--- config.mk ---
export PLATFORM = sky130hd
export DESIGN_NAME = bitwise_result_signature_flat
export DESIGN_NICKNAME = d
export VERILOG_FILES = /design/src/rtl/bitwise_result_signature_if.sv /design/src/rtl/bitwise_result_signature.sv /design/src/flat_wrapper.sv
export SDC_FILE = /design/constraint.sdc
export NUM_CORES = 1
export LEC_CHECK = 0
export BUFFER_PORTS_ARGS = -buffer_cell sky130_fd_sc_hd__buf_2
export CORE_MARGIN = 3
export CORE_UTILIZATION = 39
export CTS_CLUSTER_SIZE = 12
export DETAILED_ROUTE_END_ITERATION = 16
export SETUP_SLACK_MARGIN = 0.2
export SLEW_MARGIN = 5
export SYNTH_ARGS = -nofsm -noshare
export SYNTH_HDL_FRONTEND = slang
export SYNTH_SLANG_ARGS = --single-unit
--- constraint.sdc ---
create_clock -name clk -period 5.85 [get_ports clk]
set_input_delay 1.17 -clock clk [delete_from_list [all_inputs] [get_ports clk]]
set_output_delay 1.17 -clock clk [all_outputs]
set_load 0.01 [all_outputs]
--- src/rtl/bitwise_result_signature_if.sv ---
// Handshake/result bundle between the bitwise unit (plus its host) and the
// result signature block.
//   master : drives start/len/in_valid/q/op, observes the result outputs
//   slave  : the signature block itself
//   start, len        window control (start is honoured only while idle)
//   in_valid, q, op   one bitwise result per valid cycle
//   busy, done        window status (done is a one-cycle pulse)
//   signature         MISR compression of the window
//   sample_count      samples absorbed in the current/last window
//   ones_total        sum of popcount(q) over the window
//   op_count0..3      per-op sample histogram
interface bitwise_result_signature_if #(
  parameter int WIDTH = 7,
  parameter int CNT_W = 8
) ();
  logic             start;
  logic [CNT_W-1:0] len;
  logic             in_valid;
  logic [WIDTH-1:0] q;
  logic [1:0]       op;
  logic             busy;
  logic             done;
  logic [WIDTH-1:0] signature;
  logic [CNT_W-1:0] sample_count;
  logic [CNT_W+2:0] ones_total;
  logic [CNT_W-1:0] op_count0;
  logic [CNT_W-1:0] op_count1;
  logic [CNT_W-1:0] op_count2;
  logic [CNT_W-1:0] op_count3;

  modport master (
    output start, len, in_valid, q, op,
    input  busy, done, signature, sample_count, ones_total,
           op_count0, op_count1, op_count2, op_count3
  );

  modport slave (
    input  start, len, in_valid, q, op,
    output busy, done, signature, sample_count, ones_total,
           op_count0, op_count1, op_count2, op_count3
  );
endinterface

--- src/rtl/bitwise_result_signature.sv ---
// Result signature block: compresses a programmed window of bitwise-unit
// results into a MISR signature, and accumulates a ones count and a per-op
// sample histogram. Every output is registered.
//   clk  : rising-edge clock
//   rst  : asynchronous, active-high reset
//   bus  : bitwise_result_signature_if.slave (window control, result input,
//          status and result outputs)
module bitwise_result_signature #(
  parameter int               WIDTH = 7,
  parameter int               CNT_W = 8,
  parameter logic [WIDTH-1:0] POLY  = 7'b1100000,
  parameter logic [WIDTH-1:0] SEED  = 7'b0000001
) (
  input  logic                        clk,
  input  logic                        rst,
  bitwise_result_signature_if.slave   bus
);

  typedef enum logic [1:0] {
    S_IDLE = 2'd0,
    S_RUN  = 2'd1,
    S_DONE = 2'd2
  } state_t;

  state_t                     state_q, state_d;
  logic                       busy_q, busy_d;
  logic                       done_q, done_d;
  logic [WIDTH-1:0]           sig_q, sig_d;
  logic [CNT_W-1:0]           len_q, len_d;
  logic [CNT_W-1:0]           cnt_q, cnt_d;
  logic [CNT_W+2:0]           ones_q, ones_d;
  logic [3:0][CNT_W-1:0]      opc_q, opc_d;
  logic                       fb;

  function automatic logic [CNT_W+2:0] popcount(input logic [WIDTH-1:0] v);
    logic [CNT_W+2:0] c;
    c = '0;
    for (int i = 0; i < WIDTH; i++) c = c + (CNT_W+3)'(v[i]);
    return c;
  endfunction

  // MISR feedback taken from the tapped bits of the current signature.
  assign fb = ^(sig_q & POLY);

  always_comb begin
    // NOTE: every _d gets a default from its flop first, so no path through
    // the case below can leave one unassigned and infer a latch.
    state_d = state_q;
    busy_d  = busy_q;
    done_d  = 1'b0;
    sig_d   = sig_q;
    len_d   = len_q;
    cnt_d   = cnt_q;
    ones_d  = ones_q;
    opc_d   = opc_q;

    unique case (state_q)
      S_IDLE: begin
        // in_valid alongside an accepted start is deliberately not absorbed.
        if (bus.start) begin
          len_d  = bus.len;
          sig_d  = SEED;
          cnt_d  = '0;
          ones_d = '0;
          opc_d  = '0;
          if (bus.len == '0) begin
            state_d = S_DONE;
            done_d  = 1'b1;
          end else begin
            state_d = S_RUN;
            busy_d  = 1'b1;
          end
        end
      end

      S_RUN: begin
        // op/q are only looked at under in_valid so X on them when idle
        // cannot reach state.
        if (bus.in_valid) begin
          sig_d         = {sig_q[WIDTH-2:0], fb} ^ bus.q;
          cnt_d         = cnt_q + CNT_W'(1);
          ones_d        = ones_q + popcount(bus.q);
          opc_d[bus.op] = opc_q[bus.op] + CNT_W'(1);
          if (cnt_d == len_q) begin
            state_d = S_DONE;
            busy_d  = 1'b0;
            done_d  = 1'b1;
          end
        end
      end

      S_DONE: state_d = S_IDLE;

      default: begin
        state_d = S_IDLE;
        busy_d  = 1'b0;
      end
    endcase
  end

  // NOTE: state flops use non-blocking assignments so every flop samples the
  // pre-edge value of the others, independent of statement order.
  always_ff @(posedge clk or posedge rst) begin
    if (rst) begin
      state_q <= S_IDLE;
      busy_q  <= 1'b0;
      done_q  <= 1'b0;
      sig_q   <= SEED;
      len_q   <= '0;
      cnt_q   <= '0;
      ones_q  <= '0;
      opc_q   <= '0;
    end else begin
      state_q <= state_d;
      busy_q  <= busy_d;
      done_q  <= done_d;
      sig_q   <= sig_d;
      len_q   <= len_d;
      cnt_q   <= cnt_d;
      ones_q  <= ones_d;
      opc_q   <= opc_d;
    end
  end

  assign bus.busy         = busy_q;
  assign bus.done         = done_q;
  assign bus.signature    = sig_q;
  assign bus.sample_count = cnt_q;
  assign bus.ones_total   = ones_q;
  assign bus.op_count0    = opc_q[0];
  assign bus.op_count1    = opc_q[1];
  assign bus.op_count2    = opc_q[2];
  assign bus.op_count3    = opc_q[3];

endmodule
--- src/flat_wrapper.sv ---
// flat-port wrapper written by rule: the top's interface ports become plain ports
module bitwise_result_signature_flat 
#(
  parameter int               WIDTH = 7,
  parameter int               CNT_W = 8,
  parameter logic [WIDTH-1:0] POLY  = 7'b1100000,
  parameter logic [WIDTH-1:0] SEED  = 7'b0000001
)
  (clk, rst, bus_start, bus_len, bus_in_valid, bus_q, bus_op, bus_busy, bus_done, bus_signature, bus_sample_count, bus_ones_total, bus_op_count0, bus_op_count1, bus_op_count2, bus_op_count3);
  bitwise_result_signature_if #(.WIDTH(WIDTH), .CNT_W(CNT_W)) bus_i ();
  input  logic clk;
  input  logic rst;
  input wire logic [$bits(bus_i.start)-1:0] bus_start;
  input wire logic [$bits(bus_i.len)-1:0] bus_len;
  input wire logic [$bits(bus_i.in_valid)-1:0] bus_in_valid;
  input wire logic [$bits(bus_i.q)-1:0] bus_q;
  input wire logic [$bits(bus_i.op)-1:0] bus_op;
  output wire logic [$bits(bus_i.busy)-1:0] bus_busy;
  output wire logic [$bits(bus_i.done)-1:0] bus_done;
  output wire logic [$bits(bus_i.signature)-1:0] bus_signature;
  output wire logic [$bits(bus_i.sample_count)-1:0] bus_sample_count;
  output wire logic [$bits(bus_i.ones_total)-1:0] bus_ones_total;
  output wire logic [$bits(bus_i.op_count0)-1:0] bus_op_count0;
  output wire logic [$bits(bus_i.op_count1)-1:0] bus_op_count1;
  output wire logic [$bits(bus_i.op_count2)-1:0] bus_op_count2;
  output wire logic [$bits(bus_i.op_count3)-1:0] bus_op_count3;
  assign bus_i.start = bus_start;
  assign bus_i.len = bus_len;
  assign bus_i.in_valid = bus_in_valid;
  assign bus_i.q = bus_q;
  assign bus_i.op = bus_op;
  assign bus_busy = bus_i.busy;
  assign bus_done = bus_i.done;
  assign bus_signature = bus_i.signature;
  assign bus_sample_count = bus_i.sample_count;
  assign bus_ones_total = bus_i.ones_total;
  assign bus_op_count0 = bus_i.op_count0;
  assign bus_op_count1 = bus_i.op_count1;
  assign bus_op_count2 = bus_i.op_count2;
  assign bus_op_count3 = bus_i.op_count3;
  bitwise_result_signature #(.WIDTH(WIDTH), .CNT_W(CNT_W), .POLY(POLY), .SEED(SEED)) u_core (.clk(clk), .rst(rst), .bus(bus_i));
endmodule
==> metrics.yaml <==
cts_setup_buffers: 0
numCtsBuffers: 9
clock_latency_ns: 0.34
post-place-ws_ns: 1.56
vias: 2873
arrival_ns: 4.10
most-common-layout-cells: "80 x buf_2, 69 x dfrtp_1, 57 x o21ai_0, 56 x nand2_1, 17 x xor2_1"
max-slew-margin-rel_pct: 41.8
cts_hold_buf: 0
cp-start-kind: "input port"
die_w_um: 103
first_pass_iters: 4
yosys_warnings: 0
place.gp.congestion: 0.793
fillers: 846
synth.distinct_cells: 47
cts_tree: "yes"
slew_viol_final: 0
synth-edff-count: 0
ioPinCount: 81
drive_gt1_share_pct: 27.5
syn_area_per_cell_um2: 10.2
synthArstFlopShare_pct: 100
wirelength_um: 8540
layout_commonest_cell: "buf_2"
grt_pass1_vias: 2811
cts_max_path_buffers: 2
drc_errors: 0
overflow: 0
outcome: "complete, no violations"
start_util_pct: 41.0
root_buffer: "clkbuf_8"
p_leak_nw: 2.07
p_per_area_mw_per_mm2: 425
setup_ws_ns: 1.95
numPortBuffers: 80
ant_nets: 0
syn2layout_area_growth_pct: 18.9
grt_use_total_pct: 17.2
syn-instance-count: 356
avgViaCountPerCell: 5.27
post_cts_resized: 0
die_h_um: 103
finalCriticalPeriod_ns: 3.90
synth.cell_area_mm2: 0.00365
grt_setup_unrepaired: "false"
hold_viol_final: 0
clock_sinks: 70
max_cap_violations: 0
path_class: "input port to flip-flop"
hold_path.class: "flip-flop to flip-flop"
fp.coreArea_mm2: 0.00889
tightest_slew_ns: 0.873
fin_crit_sh_pct: 66.7
die_area_mm2: 0.0105
cts.reportedPaths.clkPinSlew_ns: 0.08
synth_seq_area_share_pct: 48.1
cp_max_fo: 3
synthesis.nets: 390
grt_pass1_wl_um: 13900
finalClockSkew_ns: 0.0150
routed_wire_length_per_instance_um: 15.7
first_iter_violations: 113
endpoint_kind: "flip-flop"
ys_seq_elements: 70
setup_viol: 0
grt_max_degree: 71
std_cell_rows: 34
fin_tns_setup_ns: 0
synth-main-ff-cell: "dfrtp_1"
required_ns: 6.05
h-tree-depth: 3
hpwl_um: 6040
fmaxAchievable_mhz: 256
antenna_found_initial: 1
nNetsFinal: 466
ir_drop_mv: 0.206
## synthesized netlist by cell type (4+ instances only)
| library cell | instances | share of area (%) |
|---|---|---|
| clkbuf_1 | 10 | 1.0 |
| o21ai_0 | 57 | 7.8 |
| ha_1 | 9 | 3.1 |
| nor2b_1 | 6 | 1.0 |
| buf_2 | 4 | 0.55 |
| nor2_1 | 15 | 1.5 |
| a21o_1 | 4 | 0.82 |
| xnor2_1 | 15 | 3.6 |
| dfrtp_1 | 69 | 47 |
| nand2_1 | 56 | 5.8 |
| nand3_1 | 8 | 1.1 |
| mux4_2 | 8 | 4.9 |
| a21oi_1 | 7 | 0.96 |
| xor2_1 | 17 | 4.1 |
| mux2_2 | 8 | 2.5 |
| inv_1 | 13 | 1.3 |
| fa_1 | 4 | 2.2 |
| nand4_1 | 5 | 0.86 |
## cell type report
class | instances | area, um2 | share of cell area (%)
diodes | 1 | 2.50 | 0.0577
clock buffers | 10 | 138 | 3.17
clock inverters | 5 | 83.8 | 1.93
inverters | 13 | 48.8 | 1.13
multi-input cells | 256 | 1760 | 40.6
flip-flops and latches | 70 | 1750 | 40.4
well taps | 108 | 135 | 3.12
repair buffers | 82 | 415 | 9.58
## flip-flops by register name, summed over array words and instances (netlist names)
signal and flops:
u_core.bus.op_count0 8, u_core.state_q 2, u_core.bus.op_count1 8, u_core.bus.signature 7, u_core.bus.busy 1, u_core.bus.done 1
u_core.bus.op_count2 8, u_core.bus.sample_count 8, u_core.len_q 8, u_core.bus.ones_total 11, u_core.bus.op_count3 8
## worst max-delay path, cell delays in order
cell and delay [ns]:
buf_2 0.11, ha_1 0.27, inv_1 0.04, fa_1 0.49
fa_1 0.43, fa_1 0.40, inv_1 0.08, fa_1 0.20
a21o_1 0.13, a21oi_1 0.08, nor3b_1 0.32, nand4_1 0.15
xor2_1 0.15, nor2_1 0.05
## per-stage QoR
| step | cell area [um2] | hold slack [ns] | utilization [%] | total power, mW | instances |
|---|---|---|---|---|---|
| finish | 4340 | 0.508 | 48.8 | 1.84 | 545 |
| global route | 4340 | 0.530 | 48.8 | 1.99 | 545 |
| CTS | 4330 | 0.510 | 48.7 | 1.87 | 544 |
| detailed placement | 4110 | 0.491 | 46.3 | 1.42 | 529 |
| global placement | 4110 | 0.481 | 46.3 | 1.41 | 529 |
| floorplan | 3650 | 0.501 | - | 1.21 | 356 |
## final timing paths
path | startpoint | endpoint | slack [ns] | depth (start not counted)
min reg2reg | u_core.bus.op_count1[3] | u_core.bus.op_count1[3] | 0.51 | 2
min | u_core.bus.op_count1[3] | u_core.bus.op_count1[3] | 0.51 | 2
max | bus_q[0] | u_core.bus.ones_total[8] | 1.95 | 14
min in group asynchronous | rst | u_core.bus.signature[3] | 1.09 | 3
max in group asynchronous | rst | u_core.bus.busy | 4.20 | 3
max reg2reg | u_core.bus.ones_total[0] | u_core.bus.ones_total[8] | 3.18 | 11
## kinds of logic after synthesis
family,count (synthesis),synth area share [%]
buf+inv,30,3.64
compound gates,81,12.5
simple gates,114,15.4
mux,16,7.41
flops,70,48.1
xor+xnor,32,7.69
fa+ha+maj,13,5.28
## where the power goes
group	switching, mW	total, mW	leakage, nW	internal (mW)
sequential	0.129	0.743	0.915	0.614
clock	0.186	0.436	0.105	0.250
combinational	0.362	0.666	1.05	0.304
## routing by layer
layer	global-route usage [%]	vias to the layer above	part of all wire (%)
li1	-	1383	-
met1	23.9	1419	47
met2	26.8	61	48
met3	2.71	10	3.8
met4	7.37	0	1.5
met5	0	-	0
No activity file was read; power rests on OpenSTA's default activity.
